==> src/rtl/cp0_param.sv <==
// MIPS-style coprocessor 0 subset: exception state, Count/Compare timer and interrupt
// aggregation, with MTC0 writes and combinational MFC0 reads.
module cp0_param #(
  parameter int unsigned NUM_EXT_INT = 6,
  parameter int unsigned COUNT_DIV   = 2,
  parameter logic [31:0] PRID        = 32'h0000_4220,
  parameter int unsigned TIMER_IP    = 7
) (
  input  logic                   clk,
  input  logic                   resetn,
  input  logic                   wr_en,
  input  logic [4:0]             wr_idx,
  input  logic [31:0]            wr_data,
  input  logic [4:0]             rd_idx,
  output logic [31:0]            rd_data,
  input  logic                   exc_valid,
  input  logic [4:0]             exc_code,
  input  logic [31:0]            exc_pc,
  input  logic                   exc_bd,
  input  logic                   exc_badaddr_valid,
  input  logic [31:0]            exc_badaddr,
  input  logic                   eret,
  input  logic [NUM_EXT_INT-1:0] ext_int,
  output logic [31:0]            epc,
  output logic                   status_exl,
  output logic [7:0]             int_pending,
  output logic                   int_req
);

  localparam int unsigned     DIV_W     = 4;
  localparam logic [DIV_W-1:0] DIV_LAST = DIV_W'(COUNT_DIV - 1);
  localparam logic [2:0]      TIMER_BIT = 3'(TIMER_IP);

  localparam logic [4:0] IDX_BADVADDR = 5'd8;
  localparam logic [4:0] IDX_COUNT    = 5'd9;
  localparam logic [4:0] IDX_COMPARE  = 5'd11;
  localparam logic [4:0] IDX_STATUS   = 5'd12;
  localparam logic [4:0] IDX_CAUSE    = 5'd13;
  localparam logic [4:0] IDX_EPC      = 5'd14;
  localparam logic [4:0] IDX_PRID     = 5'd15;

  logic [31:0]            badvaddr_q, badvaddr_d;
  logic [31:0]            count_q, count_d;
  logic [31:0]            compare_q, compare_d;
  logic [31:0]            epc_q, epc_d;
  logic [7:0]             im_q, im_d;
  logic                   exl_q, exl_d;
  logic                   ie_q, ie_d;
  logic                   bd_q, bd_d;
  logic                   ti_q, ti_d;
  logic [4:0]             exccode_q, exccode_d;
  logic [1:0]             ip_sw_q, ip_sw_d;
  logic [DIV_W-1:0]       div_q, div_d;
  logic [NUM_EXT_INT-1:0] sync1_q, sync2_q;

  logic                   tick_c;
  logic [7:0]             ip_c;
  logic [31:0]            status_c, cause_c;

  // Interrupt pending vector: software bits, synchronised lines, timer on its chosen bit.
  always_comb begin
    ip_c                   = {6'b0, ip_sw_q};
    ip_c[2 +: NUM_EXT_INT] = sync2_q;
    ip_c[TIMER_BIT]        = ip_c[TIMER_BIT] | ti_q;
  end

  assign status_c = {9'b0, 1'b1, 6'b0, im_q, 6'b0, exl_q, ie_q};
  assign cause_c  = {bd_q, 1'b0, ti_q, 13'b0, ip_c, 1'b0, exccode_q, 2'b00};

  assign int_pending = ip_c & im_q;
  assign int_req     = (|int_pending) & ie_q & ~exl_q;
  assign epc         = epc_q;
  assign status_exl  = exl_q;
  assign tick_c      = (div_q == DIV_LAST);

  always_comb begin
    case (rd_idx)
      IDX_BADVADDR: rd_data = badvaddr_q;
      IDX_COUNT:    rd_data = count_q;
      IDX_COMPARE:  rd_data = compare_q;
      IDX_STATUS:   rd_data = status_c;
      IDX_CAUSE:    rd_data = cause_c;
      IDX_EPC:      rd_data = epc_q;
      IDX_PRID:     rd_data = PRID;
      default:      rd_data = 32'h0;
    endcase
  end

  // Next state: free-running timer first, then eret > exception > MTC0.
  always_comb begin
    badvaddr_d = badvaddr_q;
    count_d    = count_q;
    compare_d  = compare_q;
    epc_d      = epc_q;
    im_d       = im_q;
    exl_d      = exl_q;
    ie_d       = ie_q;
    bd_d       = bd_q;
    ti_d       = ti_q;
    exccode_d  = exccode_q;
    ip_sw_d    = ip_sw_q;
    div_d      = tick_c ? '0 : div_q + DIV_W'(1);

    if (tick_c) begin
      count_d = count_q + 32'd1;
      if ((count_q + 32'd1) == compare_q) ti_d = 1'b1;
    end

    if (eret) begin
      exl_d = 1'b0;
    end else if (exc_valid) begin
      exccode_d = exc_code;
      if (exc_badaddr_valid) badvaddr_d = exc_badaddr;
      if (!exl_q) begin
        epc_d = exc_bd ? (exc_pc - 32'd4) : exc_pc;
        bd_d  = exc_bd;
        exl_d = 1'b1;
      end
    end else if (wr_en) begin
      case (wr_idx)
        IDX_COUNT: begin
          count_d = wr_data;
          div_d   = '0;
          ti_d    = ti_q;
        end
        IDX_COMPARE: begin
          compare_d = wr_data;
          ti_d      = 1'b0;
        end
        IDX_STATUS: begin
          im_d  = wr_data[15:8];
          exl_d = wr_data[1];
          ie_d  = wr_data[0];
        end
        IDX_CAUSE: ip_sw_d = wr_data[9:8];
        IDX_EPC:   epc_d   = wr_data;
        default: ;
      endcase
    end
  end

  always_ff @(posedge clk or negedge resetn) begin
    if (!resetn) begin
      badvaddr_q <= '0;
      count_q    <= '0;
      compare_q  <= '0;
      epc_q      <= '0;
      im_q       <= '0;
      exl_q      <= 1'b0;
      ie_q       <= 1'b0;
      bd_q       <= 1'b0;
      ti_q       <= 1'b0;
      exccode_q  <= '0;
      ip_sw_q    <= '0;
      div_q      <= '0;
      sync1_q    <= '0;
      sync2_q    <= '0;
    end else begin
      badvaddr_q <= badvaddr_d;
      count_q    <= count_d;
      compare_q  <= compare_d;
      epc_q      <= epc_d;
      im_q       <= im_d;
      exl_q      <= exl_d;
      ie_q       <= ie_d;
      bd_q       <= bd_d;
      ti_q       <= ti_d;
      exccode_q  <= exccode_d;
      ip_sw_q    <= ip_sw_d;
      div_q      <= div_d;
      sync1_q    <= ext_int;
      sync2_q    <= sync1_q;
    end
  end

endmodule

==> config.mk <==
export PLATFORM = sky130hd
export DESIGN_NAME = cp0_param
export DESIGN_NICKNAME = d
export VERILOG_FILES = /design/src/rtl/cp0_param.sv
export SDC_FILE = /design/constraint.sdc
export NUM_CORES = 1
export LEC_CHECK = 0
export CAP_MARGIN = 20
export CORE_UTILIZATION = 44
export CTS_BUF_LIST = sky130_fd_sc_hd__clkbuf_8
export DETAILED_ROUTE_END_ITERATION = 16
export DONT_BUFFER_PORTS = 1
export SETUP_SLACK_MARGIN = 0.5
export SYNTH_ARGS = -nofsm -noshare
export SYNTH_HDL_FRONTEND = slang
export SYNTH_SLANG_ARGS = --single-unit
==> constraint.sdc <==
create_clock -name clk -period 2 [get_ports clk]
set_input_delay 0.2 -clock clk [delete_from_list [all_inputs] [get_ports clk]]
set_output_delay 0.2 -clock clk [all_outputs]
set_load 0.005 [all_outputs]
==> out/results.ini <==
[timing]
setup_viol = 7
fin_crit_sh_pct = 111
fin_tns_setup_ps = -670
rsz0062_at_grt = true
hold_violations = 163
fin_crit_ps = 2230
worst_pin_slew_ps = 694
fin_ws_ps = -230
slew_headroom_pct = 53.3
final.setup_skew_ps = 12.3
slew_viol_final = 0
fmax_ghz = 0.448
holdWs_ps = -585

[cts]
insertion_delay_ps = 470
cts.path.max_buffers = 2
clk_pin_slew_ps = 100
clock_sinks = 163
cts_tree = yes
ctsHoldBuffers = 88
root_buffer = clkbuf_8
h-tree-depth = 4
numCtsBuffers = 17

[grt]
grt_max_degree = 164
grt_pass1_wl_um = 52000
overflow = 0
antenna_found_initial = 2
grt_usage_pct = 31.2
grt_pass1_vias = 8920

[worst_setup_path]
crit_slowest_cell = dfrtp_2
crit_path_max_incr_delay_ps = 450
crit_required_ps = 2400
r2r_start = count_q[5]
critPathCaptureType = flop
cp_max_fo = 8
critPathKind = reg2reg
arrival_ps = 2630
start_kind = flop
path_cells = nand4_4 > buf_6 > nor3_4 > buf_6 > a21oi_1 > nand4b_1 > nor4_2 > nand4_1 > nand2_1
cp-startpoint = count_q[5]
critical_path.most_common_cell = buf_6

[detailed_routing]
drt-pass1-iter-count = 5
routed_wl_um = 34900
wl_per_cell_um = 23.5
m1WireLength_um = 14600
wl_met2_um = 16500
vias = 8878
wl_met3_um = 2910
drc = 0
routed_via_density = 5.99
drt_first_iter_violations = 713
highest_layer = met5
ant_nets = 0

[synthesis]
synth-simple-area-share_pct = 17.4
synth-xor-area-share_pct = 9.28
synth_nets = 1101
synth-adder-area-share_pct = 0.260
synth_mux_area_share_pct = 15.6
synth_top_family_by_area = simple AND/OR/NAND/NOR gates
synth.avg_cell_area_um2 = 9.87
synth_edf_count = 0
synth_area_mm2 = 0.00962
yosysSeqAreaShare_pct = 42.4
ys_types = 72
synth_area_leaders = dfrtp_1, mux2_2, mux2i_1
synth_compound_area_share_pct = 12.1
yosys_warnings = 0
yosys_register_bits = 163
synth_top_area_cell = dfrtp_1
synth_top_cell_area_share_pct = 42.4
ys_async_sr_fraction_pct = 100
ys.flop_type = dfrtp_1
synth_cells = 975

[die]
num_io_pins = 198
start_util_pct = 45.3
dieArea_mm2 = 0.0225
core_region_area_mm2 = 0.0212
die_w_um = 150
die_y_um = 150
rows = 53

[cells_and_area]
n_antenna_cell = 0
layout_commonest_cell = dfrtp_1
layout_common_cells = dfrtp_1, nand2_1, buf_4
drive_above_1_share_pct = 39.5
fin_nets = 1321
area_growth_pct = 46.4
stdcell_count = 1482

[placed_design]
routabilityCongestion = 0.925
place_inst = 1302
dpl.hpwl_um = 23000
io_buffers = 0

[flow_run]
max_cap_viol_count = 0

[outcome]
violations = hold timing, setup timing
status = finished, violations left

[pwr]
p_total_mw = 10.6
p_leak_nw = 5.88
pwr_density_cell_mw_per_mm2 = 753
ir_worst_vdd_mv = 0.497

[min_path]
hold_class = in2async

synthesized netlist by cell type (5+ instances only):
cell type	number
nor3b_1	5
mux2i_1	58
or4_1	5
dfrtp_1	163
o221ai_1	10
and3_1	8
nor3_1	18
o21ai_0	96
mux2_2	82
o22ai_1	7
xor2_1	45
nand4_1	13
and2_1	9
buf_1	14
nor2_1	48
nand2b_1	9
a221o_1	11
clkbuf_1	36
a22oi_1	14
nand3b_1	6
buf_2	12
nand3_1	21
xnor2_1	57
inv_1	6
a21oi_1	16
nor4_1	15
or3_1	7
nand2_1	113
worst max-delay path: cells and delay by family (launching register included):
| kind | cells | cell delay (ps) |
|---|---|---|
| compound gates | 1 | 70 |
| buf+inv | 2 | 390 |
| flops | 1 | 450 |
| simple gates | 6 | 1250 |
worst paths after layout:
check                      slack [ps]  cells past startpoint    endpoint
hold reg to reg                   350                      0  sync2_q[4]
setup / recovery                 -230                      9        ti_q
setup reg to reg                 -230                      9        ti_q
hold / removal                   -590                      0  count_q[5]
min in group clk                   20                      3     epc[28]
max in group asynchronous        2270                      0  count_q[9]
registers in the layout, indices dropped and copies added, names as in the netlist:
name and cells:
badvaddr_q 32, compare_q 32, count_q 32, epc 32, im_q 8, sync1_q 6, sync2_q 6, exccode_q 5
div_q 4, ip_sw_q 2, bd_q 1, ie_q 1, status_exl 1, ti_q 1
stage by stage:
| stage | setup WS, ps | area [µm²] | hold slack (ps) | util (%) |
|---|---|---|---|---|
| after floorplan | -28.9 | 9940 | -95.6 | - |
| after global placement | -247 | 10900 | -86.1 | 51.6 |
| after detailed placement | -243 | 10900 | -86.4 | 51.6 |
| after CTS | -249 | 13500 | -604 | 63.6 |
| after global routing | -324 | 14100 | -623 | 66.4 |
| final | -230 | 14100 | -585 | 66.4 |
layout make-up:
class,count,area [µm²]
Clock buffer,18,248
Clock inverter,13,183
Fill cell,1630,7140
Inverter,6,42.5
Multi-Input combinational cell,742,6550
Sequential cell,163,4100
Tap cell,275,344
Timing Repair Buffer,265,2620
layer usage:
metal / up-vias / global-route usage, %
met5: - / 0
met4: 2 / 10.8
met3: 67 / 8.90
met2: 394 / 48.3
met1: 4452 / 41.7
li1: 3963 / -
report_power, final:
part           switching (mW)  total (mW)  leakage [nW]  internal (mW)
logic                    1.56        3.42          3.63           1.86
registers               0.635        4.48          2.03           3.85
clock network            1.32        2.71         0.213           1.39
logic make-up after synthesis:
family / count (synthesis)
simple gates: 311
compound gates: 187
mux: 140
fa+ha+maj: 2
flops: 163
buf+inv: 70
xor+xnor: 102
repair_timing:
action	CTS	global route
resized for setup	235	86
gates cloned	1	2
pin swaps	76	63
endpoints found under the setup margin	72	80
endpoints found under the hold margin	315	163
buffers inserted	33	25
Power figures use the tool's default switching activity.
